**config.mk**
```make
export PLATFORM = sky130hd
export DESIGN_NAME = caesar_step_sequencer_flat
export DESIGN_NICKNAME = d
export VERILOG_FILES = /design/src/rtl/caesar_step_sequencer_pkg.sv /design/src/rtl/caesar_step_sequencer_if.sv /design/src/rtl/caesar_step_sequencer_shift_alu.sv /design/src/rtl/caesar_step_sequencer.sv /design/src/flat_wrapper.sv
export SDC_FILE = /design/constraint.sdc
export NUM_CORES = 1
export LEC_CHECK = 0
export ABC_CLOCK_PERIOD_IN_PS = 2500
export BUFFER_PORTS_ARGS = -buffer_cell sky130_fd_sc_hd__buf_4
export CAP_MARGIN = 10
export CELL_PAD_IN_SITES_DETAIL_PLACEMENT = 2
export CELL_PAD_IN_SITES_GLOBAL_PLACEMENT = 2
export CORE_UTILIZATION = 29
export DETAILED_ROUTE_END_ITERATION = 10
export PLACE_DENSITY = 0.78
export SETUP_SLACK_MARGIN = 0.02
export SYNTH_ARGS = -nofsm -noshare
export SYNTH_HDL_FRONTEND = slang
export SYNTH_SLANG_ARGS = --single-unit
```
**constraint.sdc**
```tcl
create_clock -name CLOCK_50 -period 2.5 [get_ports CLOCK_50]
set_input_delay 0.125 -clock CLOCK_50 [delete_from_list [all_inputs] [get_ports CLOCK_50]]
set_output_delay 0.125 -clock CLOCK_50 [all_outputs]
set_load 0.03 [all_outputs]
```
**src/rtl/caesar_step_sequencer_pkg.sv**
```systemverilog
// Shared constants, FSM encoding and BCD helper for the Caesar step sequencer.
package caesar_step_sequencer_pkg;

  localparam int ALPHA = 26;
  localparam int IDX_W = 5;
  localparam int BCD_W = 4;

  typedef enum logic [2:0] {
    S_IDLE    = 3'd0,
    S_STEP    = 3'd1,
    S_REDUCE  = 3'd2,
    S_CALC    = 3'd3,
    S_CONV1   = 3'd4,
    S_CONV2   = 3'd5,
    S_PRESENT = 3'd6
  } state_t;

  // Partial BCD conversion: tens digit so far plus the remainder still to split.
  typedef struct packed {
    logic [BCD_W-1:0] tens;
    logic [IDX_W-1:0] rem;
  } bcd_t;

  typedef struct packed {
    state_t           state;
    logic             pending;
    logic             first;
    logic [IDX_W-1:0] plain_idx;
  } dbg_t;

  function automatic bcd_t bcd_iter(input bcd_t x);
    bcd_t y;
    y = x;
    if (x.rem >= IDX_W'(10)) begin
      y.rem  = x.rem - IDX_W'(10);
      y.tens = x.tens + BCD_W'(1);
    end
    return y;
  endfunction

endpackage

```
**src/rtl/caesar_step_sequencer_if.sv**
```systemverilog
// Digit update bus from the sequencer to the seven-segment display side.
interface caesar_step_sequencer_if;
  import caesar_step_sequencer_pkg::*;

  logic [BCD_W-1:0] plain_tens;
  logic [BCD_W-1:0] plain_ones;
  logic [BCD_W-1:0] cipher_tens;
  logic [BCD_W-1:0] cipher_ones;
  // upd_valid rises with a complete digit set and stays high, with the digits
  // frozen, until a posedge where upd_ready is also high; that edge transfers it.
  logic             upd_valid;
  logic             upd_ready;

  modport master (
    output plain_tens, plain_ones, cipher_tens, cipher_ones, upd_valid,
    input  upd_ready
  );

  modport slave (
    input  plain_tens, plain_ones, cipher_tens, cipher_ones, upd_valid,
    output upd_ready
  );
endinterface

```
**src/rtl/caesar_step_sequencer_shift_alu.sv**
```systemverilog
// Combinational modulo-ALPHA shift of a letter index by a reduced key.
module caesar_shift_alu
  import caesar_step_sequencer_pkg::*;
(
  input  logic [IDX_W-1:0] plain,
  input  logic [IDX_W-1:0] key_r,
  input  logic             enc,
  output logic [IDX_W-1:0] s
);

  logic [IDX_W:0] w_sum;
  logic [IDX_W:0] w_diff;
  logic [IDX_W:0] w_res;

  assign w_sum  = {1'b0, plain} + {1'b0, key_r};
  assign w_diff = {1'b0, plain} - {1'b0, key_r};

  // Both operands are below ALPHA, so a single correction brings the result in range.
  always_comb begin
    w_res = w_sum;
    if (enc) begin
      if (w_sum >= (IDX_W+1)'(ALPHA)) w_res = w_sum - (IDX_W+1)'(ALPHA);
    end else begin
      w_res = w_diff;
      if (w_diff[IDX_W]) w_res = w_diff + (IDX_W+1)'(ALPHA);
    end
  end

  assign s = w_res[IDX_W-1:0];

endmodule

```
**src/rtl/caesar_step_sequencer.sv**
```systemverilog
// Steps the plaintext letter on each tick, shifts it by the key and presents
// BCD digits of both indices to the display through a valid/ready update.
module caesar_step_sequencer
  import caesar_step_sequencer_pkg::*;
(
  input  logic                    CLOCK_50,
  input  logic                    rst,
  input  logic                    tick,
  input  logic                    run,
  input  logic                    ENCRYPT,
  input  logic [IDX_W-1:0]        key,
  caesar_step_sequencer_if.master upd,
  output logic                    wrap,
  output logic                    overrun,
  output dbg_t                    dbg
);

  state_t           r_state, w_next;
  logic             r_pending, r_overrun, r_first, r_wrap, r_enc, r_valid;
  logic [IDX_W-1:0] r_plain, r_key, w_s;
  bcd_t             r_p, r_c, w_p_next, w_c_next;
  logic [BCD_W-1:0] r_pt, r_po, r_ct, r_co;
  logic             w_start, w_tick_busy;

  caesar_shift_alu u_alu (
    .plain (r_plain),
    .key_r (r_key),
    .enc   (r_enc),
    .s     (w_s)
  );

  assign w_p_next    = bcd_iter(r_p);
  assign w_c_next    = bcd_iter(r_c);
  assign w_start     = (tick && run) || r_pending;
  assign w_tick_busy = tick && run && (r_state != S_IDLE);

  always_comb begin
    w_next = r_state;
    case (r_state)
      S_IDLE:    if (w_start) w_next = S_STEP;
      S_STEP:    w_next = S_REDUCE;
      S_REDUCE:  w_next = S_CALC;
      S_CALC:    w_next = S_CONV1;
      S_CONV1:   w_next = S_CONV2;
      S_CONV2:   w_next = S_PRESENT;
      S_PRESENT: if (upd.upd_ready) w_next = S_IDLE;
      default:   w_next = S_IDLE;
    endcase
  end

  always_ff @(posedge CLOCK_50) begin
    if (rst) begin
      r_state   <= S_IDLE;
      r_pending <= 1'b0;
      r_overrun <= 1'b0;
      r_first   <= 1'b1;
      r_wrap    <= 1'b0;
      r_enc     <= 1'b0;
      r_valid   <= 1'b0;
      r_plain   <= '0;
      r_key     <= '0;
      r_p       <= '0;
      r_c       <= '0;
      r_pt      <= '0;
      r_po      <= '0;
      r_ct      <= '0;
      r_co      <= '0;
    end else begin
      r_state <= w_next;
      r_wrap  <= 1'b0;
      // A tick arriving while busy is remembered once; a second one is lost.
      if (r_state == S_IDLE && w_start) r_pending <= 1'b0;
      else if (w_tick_busy) begin
        if (r_pending) r_overrun <= 1'b1;
        else           r_pending <= 1'b1;
      end
      case (r_state)
        S_STEP: begin
          r_key <= key;
          r_enc <= ENCRYPT;
          if (r_first) begin
            r_first <= 1'b0;
            r_plain <= '0;
          end else if (r_plain == IDX_W'(ALPHA-1)) begin
            r_plain <= '0;
            r_wrap  <= 1'b1;
          end else begin
            r_plain <= r_plain + IDX_W'(1);
          end
        end
        S_REDUCE: if (r_key >= IDX_W'(ALPHA)) r_key <= r_key - IDX_W'(ALPHA);
        S_CALC: begin
          r_p <= '{tens: '0, rem: r_plain};
          r_c <= '{tens: '0, rem: w_s};
        end
        S_CONV1: begin
          r_p <= w_p_next;
          r_c <= w_c_next;
        end
        S_CONV2: begin
          // Final iteration lands straight in the output registers with valid.
          r_p     <= w_p_next;
          r_c     <= w_c_next;
          r_pt    <= w_p_next.tens;
          r_po    <= w_p_next.rem[BCD_W-1:0];
          r_ct    <= w_c_next.tens;
          r_co    <= w_c_next.rem[BCD_W-1:0];
          r_valid <= 1'b1;
        end
        S_PRESENT: if (upd.upd_ready) r_valid <= 1'b0;
        default: ;
      endcase
    end
  end

  assign upd.plain_tens  = r_pt;
  assign upd.plain_ones  = r_po;
  assign upd.cipher_tens = r_ct;
  assign upd.cipher_ones = r_co;
  assign upd.upd_valid   = r_valid;
  assign wrap            = r_wrap;
  assign overrun         = r_overrun;
  assign dbg             = '{state: r_state, pending: r_pending, first: r_first,
                             plain_idx: r_plain};

endmodule

```
**src/flat_wrapper.sv**
```systemverilog
// flat-port wrapper written by rule: the top's interface ports become plain ports
module caesar_step_sequencer_flat import caesar_step_sequencer_pkg::*;
  (CLOCK_50, rst, tick, run, ENCRYPT, key, wrap, overrun, dbg, upd_plain_tens, upd_plain_ones, upd_cipher_tens, upd_cipher_ones, upd_upd_valid, upd_upd_ready);
  caesar_step_sequencer_if upd_i ();
  input  logic CLOCK_50;
  input  logic rst;
  input  logic tick;
  input  logic run;
  input  logic ENCRYPT;
  input  logic [IDX_W-1:0] key;
  output logic wrap;
  output logic overrun;
  output dbg_t dbg;
  output wire logic [$bits(upd_i.plain_tens)-1:0] upd_plain_tens;
  output wire logic [$bits(upd_i.plain_ones)-1:0] upd_plain_ones;
  output wire logic [$bits(upd_i.cipher_tens)-1:0] upd_cipher_tens;
  output wire logic [$bits(upd_i.cipher_ones)-1:0] upd_cipher_ones;
  output wire logic [$bits(upd_i.upd_valid)-1:0] upd_upd_valid;
  input wire logic [$bits(upd_i.upd_ready)-1:0] upd_upd_ready;
  assign upd_plain_tens = upd_i.plain_tens;
  assign upd_plain_ones = upd_i.plain_ones;
  assign upd_cipher_tens = upd_i.cipher_tens;
  assign upd_cipher_ones = upd_i.cipher_ones;
  assign upd_upd_valid = upd_i.upd_valid;
  assign upd_i.upd_ready = upd_upd_ready;
  caesar_step_sequencer u_core (.CLOCK_50(CLOCK_50), .rst(rst), .tick(tick), .run(run), .ENCRYPT(ENCRYPT), .key(key), .upd(upd_i), .wrap(wrap), .overrun(overrun), .dbg(dbg));
endmodule
```
==> results of run 1 <==
==> path summary, 6_finish.rpt <==
| check | start | end | slack (ps) | depth (start not counted) |
|---|---|---|---|---|
| setup / recovery | u_core.r_plain[0] | u_core.r_c[3] | 60 | 8 |
| hold / removal | ENCRYPT | u_core.r_enc | 50 | 3 |
| setup reg to reg | u_core.r_plain[0] | u_core.r_c[3] | 60 | 8 |
| hold reg to reg | u_core.upd.plain_tens[0] | u_core.upd.plain_tens[0] | 470 | 2 |
==> cell usage in the layout, fill, tap and decap left out, drive strengths merged, types with 2 or more instances in the layout <==
cell	instances
a2111oi	3
xnor2	11
dfxtp	53
nand2	39
or3	6
o211ai	3
a41oi	2
fa	2
a211oi	13
nor2	48
inv	15
nor2b	7
and3	2
clkinvlp	2
a31oi	2
nand4	4
nor3	14
mux2i	7
a21oi	36
a21o	4
a221oi	3
o21ai	18
o31a	2
and2	4
ha	19
o31ai	3
nor3b	3
clkbuf	6
o21a	2
nand3b	3
xor2	7
nand3	8
buf	59
nand2b	9
==> cell type report <==
| type | instances | area share (%) |
|---|---|---|
| Inverter | 15 | 1.48 |
| Timing Repair Buffer | 59 | 11.6 |
| Clock inverter | 2 | 0.395 |
| Clock buffer | 6 | 1.91 |
| Tap cell | 136 | 4.47 |
| Sequential cell | 53 | 28.0 |
| Multi-Input combinational cell | 302 | 52.1 |
==> state kept, by name, summed over array words and instances (netlist names), 3 cells and up <==
name and flops:
u_core.r_c 9, u_core.r_p 9, u_core.r_key 5, u_core.r_plain 5, u_core.upd.cipher_ones 4, u_core.upd.cipher_tens 4, u_core.upd.plain_ones 4, u_core.upd.plain_tens 4
u_core.r_state 3
==> power by group <==
part / internal (mW) / switching [mW]
combinational: 0.199 / 0.278
sequential: 0.869 / 0.0357
clock: 0.198 / 0.301
total: 1.27 / 0.615
==> critical path: cells and delay by family, from the launching register on <==
family,cells,cell delay [ps]
AO/OA/AOI/OAI,2,600
XOR/XNOR,1,260
adder cells (fa/ha/maj),2,620
flip-flops,1,340
AND/OR/NAND/NOR,3,480
==> routing by layer <==
layer	share of wire (%)	GRT usage (%)
met1	46	22.5
met3	2.2	2.45
met4	1.8	5.16
met5	0	0
met2	50	29.8
==> cells by family after synthesis <==
kind of cell | after synthesis
AOI/OAI and AO/OA | 103
xor gates and xnor gates | 18
adders and majority gates | 21
buffers and inverters | 38
DFF | 53
muxes | 7
and+or+nand+nor | 153
==> repair_timing <==
action | CTS | global route
buffers inserted | 0 | 1
cloned | 0 | 0
resized for setup | 8 | 10
pin swaps | 1 | 3
setup endpoints to repair | 4 | 4
hold buffers | 0 | 0
==> impl_metrics.json, run 1 <==
{
  "postRouteAntennaNets": 0,
  "worst_slew_pin_slew_ps": 592,
  "netlist_area_um2": 3130,
  "syn_area_per_cell_um2": 7.97,
  "synth_top_flop_cell": "dfxtp_1",
  "drc": 0,
  "cts_buffers": 5,
  "total_power_mw": 1.88,
  "antenna_found_initial": 0,
  "fin_crit_sh_pct": 97.6,
  "synth_compound_area_share_pct": 21.7,
  "vias_per_cell": 5.25,
  "slowest_delay_ps": 440,
  "yosysWarnings": 0,
  "area_delta_synth_final_pct": 21.4,
  "cts_root_buf": "clkbuf_8",
  "async_flop_share_pct": 0,
  "synth_seq_cells": 53,
  "synth_xor_area_share_pct": 5.03,
  "track_usage_pct": 17.4,
  "p_leak_nw": 1.46,
  "vdd_drop_max_v": 0.000260,
  "rows": 37,
  "fmax_ghz": 0.410,
  "grt_max_degree": 50,
  "register_area_um2": 1070,
  "post_drt_wl_per_cell_um": 17.0,
  "end_kind": "flip-flop",
  "crit_chain": "ha_2 > fa_2 > xnor2_2 > nor2_1 > o41a_1 > or3_1 > a21oi_1 > nor3_1",
  "clk_pin_slew_ps": 100,
  "slowest_stage": "o41a_1",
  "drive_gt1_share_pct": 19.9,
  "synth_top_area_share_pct": 33.9,
  "synth_most_common_cell": "dfxtp_1",
  "vias": 3009,
  "seq_area_frac_synth_pct": 33.9,
  "grt_pass1_vias": 3104,
  "fin_nets": 468,
  "cts_tree": "built",
  "utilization_pct": 36.5,
  "synthAdderAreaFrac_pct": 8.87,
  "drv_slew": 0,
  "clock_skew_ps": 12.6,
  "outcome": "finished clean",
  "dieHeight_um": 106,
  "io-pin-count": 40,
  "htree_levels": 2,
  "synth_mux_area_share_pct": 2.24,
  "die_w_um": 106,
  "slew-limit-headroom_pct": 60.0,
  "start_util_pct": 30.1,
  "n_fill_cell": 1229,
  "maxCapViolCount": 0,
  "drtPass1Iterations": 4,
  "place_ws_ps": -209,
  "portBuffers": 39,
  "cts.sinks": 53,
  "post-place-cells": 564,
  "holdWs_ps": 53.9,
  "clockBufferDepth": 2,
  "yosys-top-cells-area": "dfxtp_1, ha_1, a21oi_1, nor2_1, nand2_1",
  "synth_top_family_by_area": "simple AND/OR/NAND/NOR gates",
  "die_area_um2": 11200,
  "fin_tns_setup_ps": 0,
  "clk_latency_ps": 310,
  "antenna_cells": 0,
  "syn_nets": 425,
  "yosysTopAreaCell": "dfxtp_1",
  "grt_overflow_total": 0,
  "crit_fanout": 4,
  "gp_congestion": 0.782,
  "synth_common_cells": "dfxtp_1, nor2_1, nand2_1",
  "core-area_um2": 10400,
  "finalCriticalPeriod_ps": 2440,
  "cp.required_ps": 2670,
  "setup_slack_ps": 60.5,
  "synth_cells": 393,
  "yosys.cell_types.count": 56,
  "start_kind": "flip-flop",
  "min_path_type": "in2reg",
  "wirelength_um": 9760,
  "rsz0062_at_grt": "true",
  "fin_area_um2": 3800,
  "drt_iter0_drc": 86,
  "post_dp_cell_area_um2": 3640,
  "instances_no_fill": 573,
  "finalHoldViolCount": 0,
  "place.detailed.hpwl_um": 7160,
  "synth_edf_count": 0,
  "crit_type": "reg2reg",
  "grt_first_pass_wirelength_um": 15700,
  "power.density_nw_per_um2": 494,
  "multi_input_area_um2": 1980,
  "arrival_ps": 2610,
  "setup_viol": 0,
  "yosys.area_share.simple_pct": 23.4
}
No activity file was read; power rests on OpenSTA's default activity.
==> run 2, diff against run 1 <==
ABC_CLOCK_PERIOD_IN_PS = 2600   (was 2500)
PLACE_DENSITY = 0.75   (was 0.78)
clock period = 2.6 ns   (was 2.5 ns; I/O delays follow)
==> run 2 against run 1 <==
  * Combinational power decreased by 10%
  * Worst setup slack improved by 84 ps
  * Largest cell class unchanged
  * Core utilization about the same
  * Global-route usage decreased by 0.21 points
  * Final area about the same
  * Count of clock-buffer cells in the layout unchanged
  * Power decreased by 0.30%
  * Clock power increased by 15%
  * Via count decreased by 1.4%
  * Critical path type unchanged
  * Clock skew increased by 0.57 ps
  * Non-clock buffer count decreased by 1
  * Sequential cell count unchanged
==> impl_metrics.json, run 2 (synthesis gave the netlist of run 1 again) <==
{
  "outcome": "finished clean",
  "clockBufferDepth": 2,
  "worst_slew_pin_slew_ps": 644,
  "place.detailed.hpwl_um": 7060,
  "min_path_type": "in2reg",
  "post-place-cells": 560,
  "cp.required_ps": 2780,
  "grt_overflow_total": 0,
  "fin_tns_setup_ps": 0,
  "final_common_cell": "buf_4",
  "fin_nets": 467,
  "grt_pass1_vias": 3092,
  "io-pin-count": 40,
  "cts_tree": "built",
  "setup_viol": 0,
  "gp_congestion": 0.790,
  "area_delta_synth_final_pct": 21.6,
  "grt_max_degree": 50,
  "drtPass1Iterations": 5,
  "total_power_mw": 1.88,
  "cts_root_buf": "clkbuf_8",
  "portBuffers": 39,
  "vias": 2967,
  "finalHoldViolCount": 0,
  "drt_iter0_drc": 107,
  "rsz0062_at_grt": "true",
  "start_util_pct": 30.1,
  "power.density_nw_per_um2": 493,
  "p_leak_nw": 1.47,
  "die_w_um": 106,
  "slowest_delay_ps": 510,
  "arrival_ps": 2630,
  "antenna_cells": 0,
  "clk_latency_ps": 310,
  "start_kind": "flip-flop",
  "core-area_um2": 10400,
  "vdd_drop_max_v": 0.000224,
  "drv_slew": 0,
  "clk_pin_slew_ps": 100,
  "antenna_found_initial": 0,
  "rows": 37,
  "postRouteAntennaNets": 0,
  "htree_levels": 2,
  "setup_slack_ps": 144,
  "path_buf_inv": 2,
  "holdWs_ps": 70.7,
  "die_area_um2": 11200,
  "drc": 0,
  "slowest_stage": "fa_1",
  "cts_buffers": 5,
  "fin_crit_sh_pct": 94.4,
  "post_drt_wl_per_cell_um": 16.5,
  "crit_fanout": 6,
  "cts.sinks": 53,
  "vias_per_cell": 5.19,
  "dieHeight_um": 106,
  "drive_gt1_share_pct": 18.3,
  "instances_no_fill": 572,
  "place_ws_ps": -18.0,
  "reg_top3": "u_core.r_c: 9 flops, u_core.r_p: 9 flops",
  "crit_type": "reg2reg",
  "grt_first_pass_wirelength_um": 15500,
  "end_kind": "flip-flop",
  "fmax_ghz": 0.407,
  "crit_family": "compound AO/OA/AOI/OAI gates",
  "wirelength_um": 9450,
  "clock_skew_ps": 13.1,
  "slew-limit-headroom_pct": 57.1,
  "maxCapViolCount": 0,
  "most-common-layout-cells": "buf_4, dfxtp_1, nor2_1",
  "crit_chain": "inv_1 > ha_1 > inv_1 > fa_1 > o21ai_0 > o31a_1 > o21ai_0 > a2111oi_1 > o2bb2ai_1 > a21oi_1",
  "finalCriticalPeriod_ps": 2460,
  "track_usage_pct": 17.2
}
## run 2: per-stage QoR
stage | utilization (%) | instance area, um^2
finish | 36.6 | 3810
global route | 36.6 | 3810
CTS | 35.9 | 3740
detailed placement | 34.7 | 3610
global placement | 34.7 | 3610
floorplan | - | 3140
## run 2: worst reg2reg max path, cell delays in order (launching register included)
cell and delay [ps]:
dfxtp_1 390, inv_1 60, ha_1 210, inv_1 80, fa_1 510, o21ai_0 130
o31a_1 180, o21ai_0 90, a2111oi_1 430, o2bb2ai_1 180, a21oi_1 80
## run 2: report_power, final
group	internal [mW]	switching (mW)	total [mW]
Clock	0.290	0.287	0.576
Sequential	0.835	0.0371	0.872
Combinational	0.175	0.252	0.427
## run 2: path summary, 6_finish.rpt
| kind | start | endpoint | slack, ps | cells after the start |
|---|---|---|---|---|
| max | u_core.r_plain[0] | u_core.r_c[1] | 140 | 10 |
| min | ENCRYPT | u_core.r_enc | 70 | 3 |
| max reg2reg | u_core.r_plain[0] | u_core.r_c[1] | 140 | 10 |
| min reg2reg | u_core.upd.plain_tens[0] | u_core.upd.plain_tens[0] | 460 | 2 |
## run 2: layout make-up
class                           count  area [um^2]
Timing Repair Buffer               58          435
Clock buffer                        6         72.6
Multi-Input combinational cell    302         1970
Fill cell                        1232         6610
Inverter                           15         56.3
Sequential cell                    53         1060
Clock inverter                      2         38.8
Tap cell                          136          170
## run 2: routing by layer
metal  GRT usage (%)  vias up  part of all wire, %
met3            2.64        6                  2.5
met2            30.2       39                   50
met4            3.08        0                  1.0
met1            22.3     1451                   46
li1                -     1471                    -
met5               0        -                    0
## run 2: repair_timing
action | in CTS | in global routing
cloned | 0 | 0
endpoints found under the setup margin | 2 | 4
gates resized for setup | 2 | 12
setup buffers | 0 | 4
hold buffers | 0 | 0
pin swaps | 0 | 2
==> run 3, diff against run 2 <==
BUFFER_PORTS_ARGS = not set   (was -buffer_cell sky130_fd_sc_hd__buf_4)
DONT_BUFFER_PORTS = 1   (was not set)
PLACE_DENSITY = 0.65   (was 0.75)
==> run 3 against run 2 <==
  * Clock power shrank 7.6%
  * Highest routed layer unchanged
  * Sequential share of layout area increased by 2.1 points
  * Non-clock buffer count fell by 31
  * Largest cell class unchanged
  * Global-route usage rose by 1.1 points
==> impl_metrics.json, run 3 (synthesis gave the netlist of run 1 again) <==
{
  "total_power_mw": 1.80,
  "gp_congestion": 0.782,
  "fin_crit_sh_pct": 95.8,
  "start_kind": "flip-flop",
  "cts_root_buf": "clkbuf_8",
  "r2r_setup_slack_ps": 110,
  "arrival_ps": 2720,
  "most-common-layout-cells": "dfxtp_1, nor2_1, nand2_1",
  "slew-limit-headroom_pct": 46.5,
  "finalHoldViolCount": 0,
  "vdd_drop_max_v": 0.000304,
  "finalCriticalPeriod_ps": 2490,
  "drv_slew": 0,
  "wirelength_um": 9500,
  "grt_first_pass_wirelength_um": 16100,
  "clockBufferDepth": 2,
  "timing.rr.start": "u_core.r_key[2]",
  "utilization_pct": 34.0,
  "p_sw_mw": 0.612,
  "internal_power_mw": 1.19,
  "core-area_um2": 10400,
  "vias_per_cell": 5.28,
  "cts_tree": "built",
  "min_path_type": "in2reg",
  "end_kind": "flip-flop",
  "track_usage_pct": 18.2,
  "grt_max_degree": 46,
  "p_leak_nw": 1.28,
  "grt_overflow_total": 0,
  "maxCapViolCount": 0,
  "antenna_found_initial": 0,
  "clock_skew_ps": 11.4,
  "antenna_cells": 0,
  "die_area_um2": 11200,
  "start_util_pct": 30.1,
  "fin_tns_setup_ps": 0,
  "drtPass1Iterations": 4,
  "fmax_ghz": 0.402,
  "worstRegToRegCells": 9,
  "pwr-share-seq_pct": 48.8,
  "vias": 2858,
  "postRouteAntennaNets": 0,
  "clk_pin_slew_ps": 120,
  "outcome": "finished clean",
  "crit_end": "u_core.r_c[3]",
  "die_w_um": 106,
  "cts.sinks": 53,
  "crit_type": "reg2reg",
  "setup_viol": 0,
  "power.density_nw_per_um2": 510,
  "worstSetupStartpoint": "u_core.r_key[2]",
  "htree_levels": 2,
  "cp.required_ps": 2830,
  "drc": 0,
  "combPwrFrac_pct": 21.8,
  "place.detailed.hpwl_um": 6980,
  "n_fill_cell": 1219,
  "clk_latency_ps": 330,
  "final_common_cell": "dfxtp_1",
  "rsz0062_at_grt": "true",
  "drt_iter0_drc": 65,
  "reg_top3": "u_core.r_c: 9 flops, u_core.r_p: 9 flops",
  "drive_gt1_share_pct": 9.88,
  "io-pin-count": 40,
  "dieHeight_um": 106,
  "grt_pass1_vias": 3149,
  "fin_nets": 436,
  "cts_buffers": 5,
  "rows": 37,
  "area_delta_synth_final_pct": 12.9,
  "post_drt_wl_per_cell_um": 17.6,
  "sw_frac_of_total_pct": 33.9,
  "worst_slew_pin_slew_ps": 800,
  "portBuffers": 0,
  "power.share.clock_pct": 29.5,
  "reg2reg_to": "u_core.r_c[3]",
  "crit_fanout": 6
}
-- run 3: cell count changes in the layout (fill, tap and decap cells not counted), moves of 2 or more --
| cell | previous run | this run |
|---|---|---|
| xnor2_1 | 8 | 11 |
| buf_4 | 58 | 22 |
| clkinvlp_4 | 0 | 2 |
| xnor2_2 | 3 | 0 |
| dlygate4sd3_1 | 0 | 4 |
| a2111oi_1 | 3 | 1 |
-- run 3: what timing repair did --
action,4_1_cts,5_1_grt
setup buffers,0,0
gates resized for setup,0,6
hold endpoints to repair,45,0
hold buffers,5,0
endpoints found under the setup margin,0,3
-- run 3: final cells by class --
type	count	area, um^2	share of cell area [%]
clock buffer	5	68.8	1.95
inverter	15	56.3	1.59
clock inverter	3	26.3	0.743
tap	136	170	4.81
multi-input combinational	302	1930	54.5
sequential	53	1060	30.1
timing repair buffer	27	225	6.37
-- run 3: worst min path at each step --
| stage | startpoint | endpoint | depth (start not counted) |
|---|---|---|---|
| 2_1_floorplan | ENCRYPT | u_core.r_enc | 2 |
| 3_3_place_gp | rst | u_core.r_state[1] | 1 |
| 3_5_place_dp | rst | u_core.r_state[1] | 1 |
| 4_1_cts | run | u_core.r_state[0] | 2 |
| 5_1_grt | run | u_core.r_state[0] | 2 |
| 6_report | rst | u_core.r_p[2] | 2 |
-- run 3: worst max-delay path, stage by stage, from the launching register on --
cell and delay [ps]:
dfxtp_1 390, inv_1 100, ha_1 410, inv_2 70, a221oi_4 290, xnor2_1 190
o41a_1 420, or3_1 320, a21oi_1 150, nor3_1 60
-- run 3: power groups by stage --
stage | combinational, mW | sequential [mW] | clock, mW
after global routing | 0.438 | 0.886 | 0.568
after floorplan | 0.271 | 0.892 | 0
after CTS | 0.397 | 0.879 | 0.553
after global placement | 0.355 | 0.896 | 0
after detailed placement | 0.372 | 0.897 | 0
final | 0.392 | 0.880 | 0.532
-- run 3: through the flow --
stage,hold slack [ps],area (um^2),std cells,setup slack (ps)
final,8.09,3540,541,110
after global placement,206,3370,528,193
after CTS,9.14,3530,541,40.2
after detailed placement,205,3370,528,81.6
after floorplan,277,3140,393,48.6
after global routing,9.23,3540,541,12.9
-- run 3: routing by layer --
metal / part of all wire, % / vias to the layer above / global-route usage [%]
met2: 48 / 36 / 32.2
met1: 48 / 1407 / 22.6
met3: 2.9 / 7 / 3.68
met5: 0 / - / 0
li1: - / 1408 / -
met4: 1.1 / 0 / 4.46
